===== config.mk =====
export PLATFORM = sky130hd
export DESIGN_NAME = tlp_tx_arbiter
export DESIGN_NICKNAME = d
export VERILOG_FILES = /design/src/rtl/tlp_pkg.sv /design/src/rtl/tlp_fc_credit_counter.sv /design/src/rtl/tlp_tx_arbiter.sv
export SDC_FILE = /design/constraint.sdc
export NUM_CORES = 1
export LEC_CHECK = 0
export CORE_MARGIN = 3
export CORE_UTILIZATION = 53
export CTS_CLUSTER_SIZE = 30
export DETAILED_ROUTE_END_ITERATION = 16
export GPL_ROUTABILITY_DRIVEN = 0
export GPL_TIMING_DRIVEN = 0
export PLACE_DENSITY_LB_ADDON = 0.3
export REMOVE_ABC_BUFFERS = 1
export SYNTH_ARGS = -nofsm -noshare
export SYNTH_HDL_FRONTEND = slang
export SYNTH_HIERARCHICAL = 1
export SYNTH_SLANG_ARGS = --single-unit
export TNS_END_PERCENT = 100

===== constraint.sdc =====
create_clock -name clk -period 7.05 [get_ports clk]
set_input_delay 1.0575 -clock clk [delete_from_list [all_inputs] [get_ports clk]]
set_output_delay 1.0575 -clock clk [all_outputs]
set_load 0.1 [all_outputs]

===== src/rtl/tlp_pkg.sv =====
// ============================================================================
// Module   : tlp_pkg
// Purpose  : Shared definitions for the TLP transmit arbiter: TLP type
//            indices, FSM state encoding, credit counter widths and small
//            helper functions (data-credit need, round-robin pick).
// Revision : 1.0 - initial release
// ============================================================================
`default_nettype none

package tlp_pkg;

  // TLP type indices (bit positions in every per-type vector)
  localparam int TLP_P     = 0;
  localparam int TLP_NP    = 1;
  localparam int TLP_CPL   = 2;
  localparam int NUM_TYPES = 3;

  // Credit counter widths
  localparam int HDR_CR_W  = 8;
  localparam int DAT_CR_W  = 12;

  // Request / return field widths
  localparam int LEN_W     = 10;  // payload length in DW
  localparam int RET_W     = 8;   // data credits returned per cycle
  localparam int NEED_W    = 9;   // data credits needed by one TLP (max 256)

  typedef enum logic [0:0] {
    ST_IDLE  = 1'b0,
    ST_GRANT = 1'b1
  } arb_state_e;

  // Data credits consumed by one TLP. A zero length with payload encodes
  // the maximum 1024 DW, i.e. 256 credits.
  function automatic logic [NEED_W-1:0] data_need(input logic            has_data,
                                                  input logic [LEN_W-1:0] len);
    logic [LEN_W:0] rounded;
    rounded = {1'b0, len} + (LEN_W+1)'(3);
    if (!has_data) begin
      return '0;
    end
    if (len == '0) begin
      return NEED_W'(256);
    end
    return rounded[LEN_W:2];
  endfunction

  // One-hot round-robin pick: search starts at the type after 'last'.
  function automatic logic [NUM_TYPES-1:0] rr_pick(input logic [NUM_TYPES-1:0] elig,
                                                   input logic [1:0]           last);
    logic [NUM_TYPES-1:0] g;
    g = '0;
    case (last)
      2'd0: begin
        if      (elig[TLP_NP])  g = 3'b010;
        else if (elig[TLP_CPL]) g = 3'b100;
        else if (elig[TLP_P])   g = 3'b001;
      end
      2'd1: begin
        if      (elig[TLP_CPL]) g = 3'b100;
        else if (elig[TLP_P])   g = 3'b001;
        else if (elig[TLP_NP])  g = 3'b010;
      end
      default: begin
        if      (elig[TLP_P])   g = 3'b001;
        else if (elig[TLP_NP])  g = 3'b010;
        else if (elig[TLP_CPL]) g = 3'b100;
      end
    endcase
    return g;
  endfunction

endpackage : tlp_pkg

`default_nettype wire


===== src/rtl/tlp_fc_credit_counter.sv =====
// ============================================================================
// Module   : tlp_fc_credit_counter
// Purpose  : Header and data flow-control credit counters for one TLP type.
//            Each cycle: cnt_next = cnt - debit + return, saturating at the
//            counter maximum. Debit never exceeds the count because the
//            arbiter only debits an eligible type.
// Ports    : clk, rst          - clock, synchronous active-high reset
//            hdr_debit_i       - consume one header credit
//            hdr_ret_i         - one header credit returned
//            dat_debit_i       - data credits consumed
//            dat_ret_i         - data credits returned
//            hdr_cnt_o/dat_cnt_o - current credit counts
// Revision : 1.0 - initial release
// ============================================================================
`default_nettype none

module tlp_fc_credit_counter
  import tlp_pkg::*;
#(
  parameter int HDR_INIT = 32,
  parameter int DAT_INIT = 256
) (
  input  logic                clk,
  input  logic                rst,
  input  logic                hdr_debit_i,
  input  logic                hdr_ret_i,
  input  logic [NEED_W-1:0]   dat_debit_i,
  input  logic [RET_W-1:0]    dat_ret_i,
  output logic [HDR_CR_W-1:0] hdr_cnt_o,
  output logic [DAT_CR_W-1:0] dat_cnt_o
);

  logic [HDR_CR_W-1:0] hdr_cnt_q, hdr_cnt_d;
  logic [DAT_CR_W-1:0] dat_cnt_q, dat_cnt_d;
  logic [HDR_CR_W:0]   hdr_sum;
  logic [DAT_CR_W:0]   dat_sum;

  // One extra bit holds the overflow; underflow cannot occur.
  always_comb begin
    hdr_sum = {1'b0, hdr_cnt_q} - (HDR_CR_W+1)'(hdr_debit_i) + (HDR_CR_W+1)'(hdr_ret_i);
    dat_sum = {1'b0, dat_cnt_q} - (DAT_CR_W+1)'(dat_debit_i) + (DAT_CR_W+1)'(dat_ret_i);
    hdr_cnt_d = hdr_sum[HDR_CR_W] ? '1 : hdr_sum[HDR_CR_W-1:0];
    dat_cnt_d = dat_sum[DAT_CR_W] ? '1 : dat_sum[DAT_CR_W-1:0];
  end

  always_ff @(posedge clk) begin
    if (rst) begin
      hdr_cnt_q <= HDR_CR_W'(HDR_INIT);
      dat_cnt_q <= DAT_CR_W'(DAT_INIT);
    end else begin
      hdr_cnt_q <= hdr_cnt_d;
      dat_cnt_q <= dat_cnt_d;
    end
  end

  assign hdr_cnt_o = hdr_cnt_q;
  assign dat_cnt_o = dat_cnt_q;

endmodule : tlp_fc_credit_counter

`default_nettype wire


===== src/rtl/tlp_tx_arbiter.sv =====
// ============================================================================
// Module   : tlp_tx_arbiter
// Purpose  : Credit-aware transmit arbiter for posted, non-posted and
//            completion TLPs. A type is eligible when it requests and has
//            one header credit plus enough data credits. The winner is
//            granted (one-hot, registered) until the datapath reports
//            tlp_done; credits are debited on the grant edge.
// Ports    : clk, rst          - clock, synchronous active-high reset
//            req_valid_i[2:0]  - request per type (P, NP, CPL)
//            req_len_i[29:0]   - payload length in DW, 10 bits per type
//            req_has_data_i    - TLP carries payload, per type
//            tlp_done_i        - last beat of the granted TLP
//            hdr_cr_ret_i      - one header credit returned, per type
//            dat_cr_ret_i      - data credits returned, 8 bits per type
//            grant_o           - one-hot grant
//            busy_o            - a TLP is in flight
//            cr_stall_o        - type requesting but blocked by credits
// Config   : TLP_ARB_CPL_PRIO_EN - when defined, an eligible completion
//            always wins and P/NP round-robin between themselves.
// Revision : 1.0 - initial release
// ============================================================================
`default_nettype none

module tlp_tx_arbiter
  import tlp_pkg::*;
#(
  parameter int HDR_CR_INIT = 32,
  parameter int DAT_CR_INIT = 256
) (
  input  logic                       clk,
  input  logic                       rst,
  input  logic [NUM_TYPES-1:0]       req_valid_i,
  input  logic [NUM_TYPES*LEN_W-1:0] req_len_i,
  input  logic [NUM_TYPES-1:0]       req_has_data_i,
  input  logic                       tlp_done_i,
  input  logic [NUM_TYPES-1:0]       hdr_cr_ret_i,
  input  logic [NUM_TYPES*RET_W-1:0] dat_cr_ret_i,
  output logic [NUM_TYPES-1:0]       grant_o,
  output logic                       busy_o,
  output logic [NUM_TYPES-1:0]       cr_stall_o
);

  arb_state_e                          state_q, state_d;
  logic [NUM_TYPES-1:0]                grant_q, grant_d;
  logic                                busy_q, busy_d;
  logic [NUM_TYPES-1:0]                cr_stall_q;
  logic [1:0]                          last_q, last_d;

  logic [NUM_TYPES-1:0][HDR_CR_W-1:0]  hdr_cnt;
  logic [NUM_TYPES-1:0][DAT_CR_W-1:0]  dat_cnt;
  logic [NUM_TYPES-1:0][NEED_W-1:0]    need;
  logic [NUM_TYPES-1:0][NEED_W-1:0]    dat_debit;
  logic [NUM_TYPES-1:0]                hdr_debit;
  logic [NUM_TYPES-1:0]                eligible;
  logic [NUM_TYPES-1:0]                win;
  logic [1:0]                          win_idx;

  // --------------------------------------------------------------------------
  // Per-type credit check and counters
  // --------------------------------------------------------------------------
  for (genvar t = 0; t < NUM_TYPES; t++) begin : g_type
    assign need[t]     = data_need(req_has_data_i[t], req_len_i[LEN_W*t +: LEN_W]);
    assign eligible[t] = req_valid_i[t] && (hdr_cnt[t] != '0) &&
                         (dat_cnt[t] >= DAT_CR_W'(need[t]));

    tlp_fc_credit_counter #(
      .HDR_INIT (HDR_CR_INIT),
      .DAT_INIT (DAT_CR_INIT)
    ) u_cnt (
      .clk         (clk),
      .rst         (rst),
      .hdr_debit_i (hdr_debit[t]),
      .hdr_ret_i   (hdr_cr_ret_i[t]),
      .dat_debit_i (dat_debit[t]),
      .dat_ret_i   (dat_cr_ret_i[RET_W*t +: RET_W]),
      .hdr_cnt_o   (hdr_cnt[t]),
      .dat_cnt_o   (dat_cnt[t])
    );
  end : g_type

  // --------------------------------------------------------------------------
  // Winner selection
  // --------------------------------------------------------------------------
  always_comb begin
    win = '0;
`ifdef TLP_ARB_CPL_PRIO_EN
    // CPL pre-empts the rotation; P/NP rotate with CPL masked out.
    if (eligible[TLP_CPL]) begin
      win = 3'b100;
    end else begin
      win = rr_pick({1'b0, eligible[TLP_NP:TLP_P]}, last_q);
    end
`else
    win = rr_pick(eligible, last_q);
`endif
    win_idx = win[TLP_NP] ? 2'd1 : (win[TLP_CPL] ? 2'd2 : 2'd0);
  end

  // --------------------------------------------------------------------------
  // FSM next state, grant and credit debit
  // --------------------------------------------------------------------------
  always_comb begin
    state_d   = state_q;
    grant_d   = grant_q;
    busy_d    = busy_q;
    last_d    = last_q;
    hdr_debit = '0;
    dat_debit = '0;
    case (state_q)
      ST_IDLE: begin
        if (|win) begin
          state_d   = ST_GRANT;
          grant_d   = win;
          busy_d    = 1'b1;
          hdr_debit = win;
          for (int i = 0; i < NUM_TYPES; i++) begin
            dat_debit[i] = win[i] ? need[i] : '0;
          end
`ifdef TLP_ARB_CPL_PRIO_EN
          if (!win[TLP_CPL]) begin
            last_d = win_idx;
          end
`else
          last_d = win_idx;
`endif
        end
      end
      ST_GRANT: begin
        if (tlp_done_i) begin
          state_d = ST_IDLE;
          grant_d = '0;
          busy_d  = 1'b0;
        end
      end
      default: begin
        state_d = ST_IDLE;
        grant_d = '0;
        busy_d  = 1'b0;
      end
    endcase
  end

  always_ff @(posedge clk) begin
    if (rst) begin
      state_q    <= ST_IDLE;
      grant_q    <= '0;
      busy_q     <= 1'b0;
      cr_stall_q <= '0;
      last_q     <= 2'(TLP_CPL);  // search begins at P after reset
    end else begin
      state_q    <= state_d;
      grant_q    <= grant_d;
      busy_q     <= busy_d;
      cr_stall_q <= req_valid_i & ~eligible;
      last_q     <= last_d;
    end
  end

  assign grant_o    = grant_q;
  assign busy_o     = busy_q;
  assign cr_stall_o = cr_stall_q;

endmodule : tlp_tx_arbiter

`default_nettype wire

==> run metrics <==
outcome complete, no violations; first-pass GRT wire length 26100 µm; Peak VDD IR 199 µV; initial antenna violation count 0; total track usage a little over a fifth; setup_tns 0 ns; crit path capture type flip-flop; Overflow after GRT 0; CTS tree done; PwrDens between 500 and 600 mW/mm²; Initial DRC Count 362; FF-to-FF path depth 18; maximum clock insertion buffer count 2; synthesized flop and latch total 70; clock sink count 70; Net Sw Frac 47.8%; final WL ~16000 µm; Synth Warn # 6; Post-route DRC 0; EDFF count, synth 0; Worst Clk Skew a little under 0.008 ns; full die area around 0.015 mm²; required time worst endpoint 7.23 ns; register area share after synthesis 19.2%; Worst Path Max Fanout 12; largest net degree at the start of global routing 67; core box area roughly 0.013 mm²; Starting Density approximately 55%; Synth cell types 67; Total Nets Final 1162; final slew viol count 0; clock-pin slew on the worst setup and hold paths roughly 0.060 ns; Buffers on Ports 72; Final setup viols 0; worst setup margin between 0.5 and 0.6 ns; vias in the first global route 5924; layout cell share with drive strength beyond 1 10.2%; Hold Path Cell Cnt 2; Place WS -0.545 ns; switching pwr 2160 µW; ant diodes 0; vias after detailed routing 6169; hpwl dp 12100 µm; relative slew slack 30.8%; Hold WC Path Type reg2reg; worst reg2reg path endpoint g_type[0].u_cnt/dat_cnt_o[0]; root buf cell clkbuf_16; Leak about 0.004 µW; worst skew pair latency 0.34 ns; Mapped Cells 900; Layout area overhead 17.3%; min Tclk post-route 6.51 ns; Flop pwr share 15.8%; Max Freq 154 MHz; Synth async-reset ratio 0%; min-delay src grant_o[0]; Comb power frac 74.8%; Setup crit start kind primary input; die width 123 µm; final-report hold violation count 0; Vias/cell 5.35; TritonCTS Buffers 9; max incr delay on CP 0.74 ns; fin crit share between 90 and 100%; WHS Endpoint grant_o[0]; Syn Area/Cell 8.11 µm²; Final ANT Viol Nets 0; H-tree levels 3; Slowest cell on crit path or4_4; Worst-Margin Slew 1.03 ns; I/O pins between 70 and 80; die height 123 µm; # rows 42; clock power share 9.4%; Worst Path Arrival between 6 and 7 ns; synthesized cell area roughly 0.0073 mm²; wire length per cell 13.6 µm; max cap viols 0; Most used DFF post-synth dfxtp_1; crit path cell chain clkdlybuf4s50_1, o2111a_1, nand4_1, nor2_1, xor2_1, nand2_1, ha_1, nand4_1, nor4_1, o211ai_2, or4_4, nor2_4, fa_1, fa_1, nor2b_1, o31a_4, o31ai_2, a21oi_2, xnor2_4, buf_12, a21oi_1; R2R Setup Slk between 2 and 2.5 ns; unrepaired setup endpoints after global routing false; classification of the worst setup path in2reg; Final Total Pwr 4510 µW; Internal about 2400 µW; FF-to-FF Start g_type[0].u_cnt/dat_cnt_o[0]; DRT Pass-1 Iters 5
[metal layers]
| metal | part of all wire [%] | global-route usage (%) | wire, µm |
|---|---|---|---|
| met2 | 47 | 36.4 | 7420 |
| met3 | 4.9 | 3.89 | 766 |
| met5 | 0 | 0 | 0 |
| met1 | 47 | 27.2 | 7290 |
| met4 | 0.98 | 6.16 | 154 |
[power groups by stage]
stage          combinational [µW]  clock, µW  sequential, µW
2_1_floorplan                2560          0             703
3_3_place_gp                 3060          0             720
3_5_place_dp                 3130          0             718
4_1_cts                      3160        437             712
5_1_grt                      3790        451             735
6_report                     3380        425             711
[Yosys cell counts, drive strengths merged, types with 13 or more instances]
| cell | instances | share of area, % |
|---|---|---|
| inv | 164 | 8.4 |
| o21ai | 23 | 1.7 |
| xnor2 | 35 | 4.8 |
| nor3 | 13 | 1.2 |
| ha | 96 | 16 |
| nand3 | 16 | 1.1 |
| nor2 | 84 | 4.7 |
| a21o | 20 | 2.1 |
| xor2 | 34 | 4.1 |
| nand2 | 65 | 3.4 |
| dfxtp | 70 | 19 |
| fa | 27 | 7.4 |
| a21oi | 88 | 7.6 |
[how the worst max path moves through the flow]
| stage | from | to | slack (ns) | cells after the start |
|---|---|---|---|---|
| 4_1_cts | req_len_i[3] | g_type[2].u_cnt/dat_cnt_o[0] | 0.13 | 21 |
| 2_1_floorplan | req_len_i[10] | g_type[2].u_cnt/dat_cnt_o[0] | 1.0 | 20 |
| 6_report | req_len_i[3] | g_type[0].u_cnt/dat_cnt_o[0] | 0.54 | 21 |
| 3_5_place_dp | req_len_i[13] | g_type[2].u_cnt/dat_cnt_o[1] | -0.54 | 24 |
| 3_3_place_gp | req_len_i[13] | g_type[2].u_cnt/dat_cnt_o[1] | -0.64 | 24 |
| 5_1_grt | req_len_i[3] | g_type[2].u_cnt/dat_cnt_o[0] | 0.06 | 25 |
[logic make-up (layout without fill, tap and decap cells)]
| logic type | after synthesis | after routing | share of synthesized area, % |
|---|---|---|---|
| adder cells (fa/ha/maj) | 123 | 123 | 23.9 |
| flip-flops | 70 | 70 | 19.2 |
| AO/OA/AOI/OAI | 204 | 204 | 20.7 |
| AND/OR/NAND/NOR | 256 | 256 | 17.7 |
| buffers and inverters | 178 | 255 | 9.59 |
| XOR/XNOR | 69 | 69 | 8.90 |
[flip-flops by register name, summed over array words and instances, names as in the netlist]
name	flops
busy_o	1
grant_o	3
last_q	2
cr_stall_o	3
g_type.u_cnt/hdr_cnt_o	24
g_type.u_cnt/dat_cnt_o	36
state_q	1
[worst max-delay path, delay by kind of cell]
| family | cells | cell delay [ns] |
|---|---|---|
| and+or+nand+nor | 8 | 2.15 |
| adders and majority gates | 3 | 1.26 |
| xor gates and xnor gates | 2 | 0.32 |
| buffers and inverters | 2 | 0.71 |
| AOI/OAI and AO/OA | 6 | 1.18 |
[final cells by class]
cell class	count	area (µm²)
Multi-Input combinational cell	652	5270
Timing Repair Buffer	76	786
Inverter	164	616
Fill cell	1175	4790
Tap cell	176	220
Clock buffer	14	264
Clock inverter	1	5.00
Sequential cell	70	1400
[what timing repair did]
| item | 4_1_cts | 5_1_grt |
|---|---|---|
| hold buffers | 0 | 0 |
| buffers inserted | 0 | 4 |
| pin swaps | 0 | 3 |
| resized for setup | 2 | 5 |
| setup endpoints to repair | 24 | 43 |
[cells in the final DEF, fill, tap and decap left out, types with 17 or more instances in the layout]
master           instances
fa_1                    27
a21o_1                  20
dfxtp_1                 70
o21ai_0                 17
xnor2_1                 29
xor2_1                  34
nand2_1                 62
ha_1                    96
a21oi_1                 58
nor2_1                  74
inv_1                  164
a21oi_2                 30
clkdlybuf4s50_1         71
[stage by stage]
stage               hold slack, ns  instances  util [%]  cell area [µm²]
global route                 0.548       1153      64.1             8560
global placement             0.493       1134      61.1             8150
detailed placement           0.508       1134      61.1             8150
finish                       0.512       1153      64.1             8560
floorplan                    0.536        886         -             7210
CTS                          0.516       1149      63.2             8430
No activity file was read; power rests on OpenSTA's default activity.
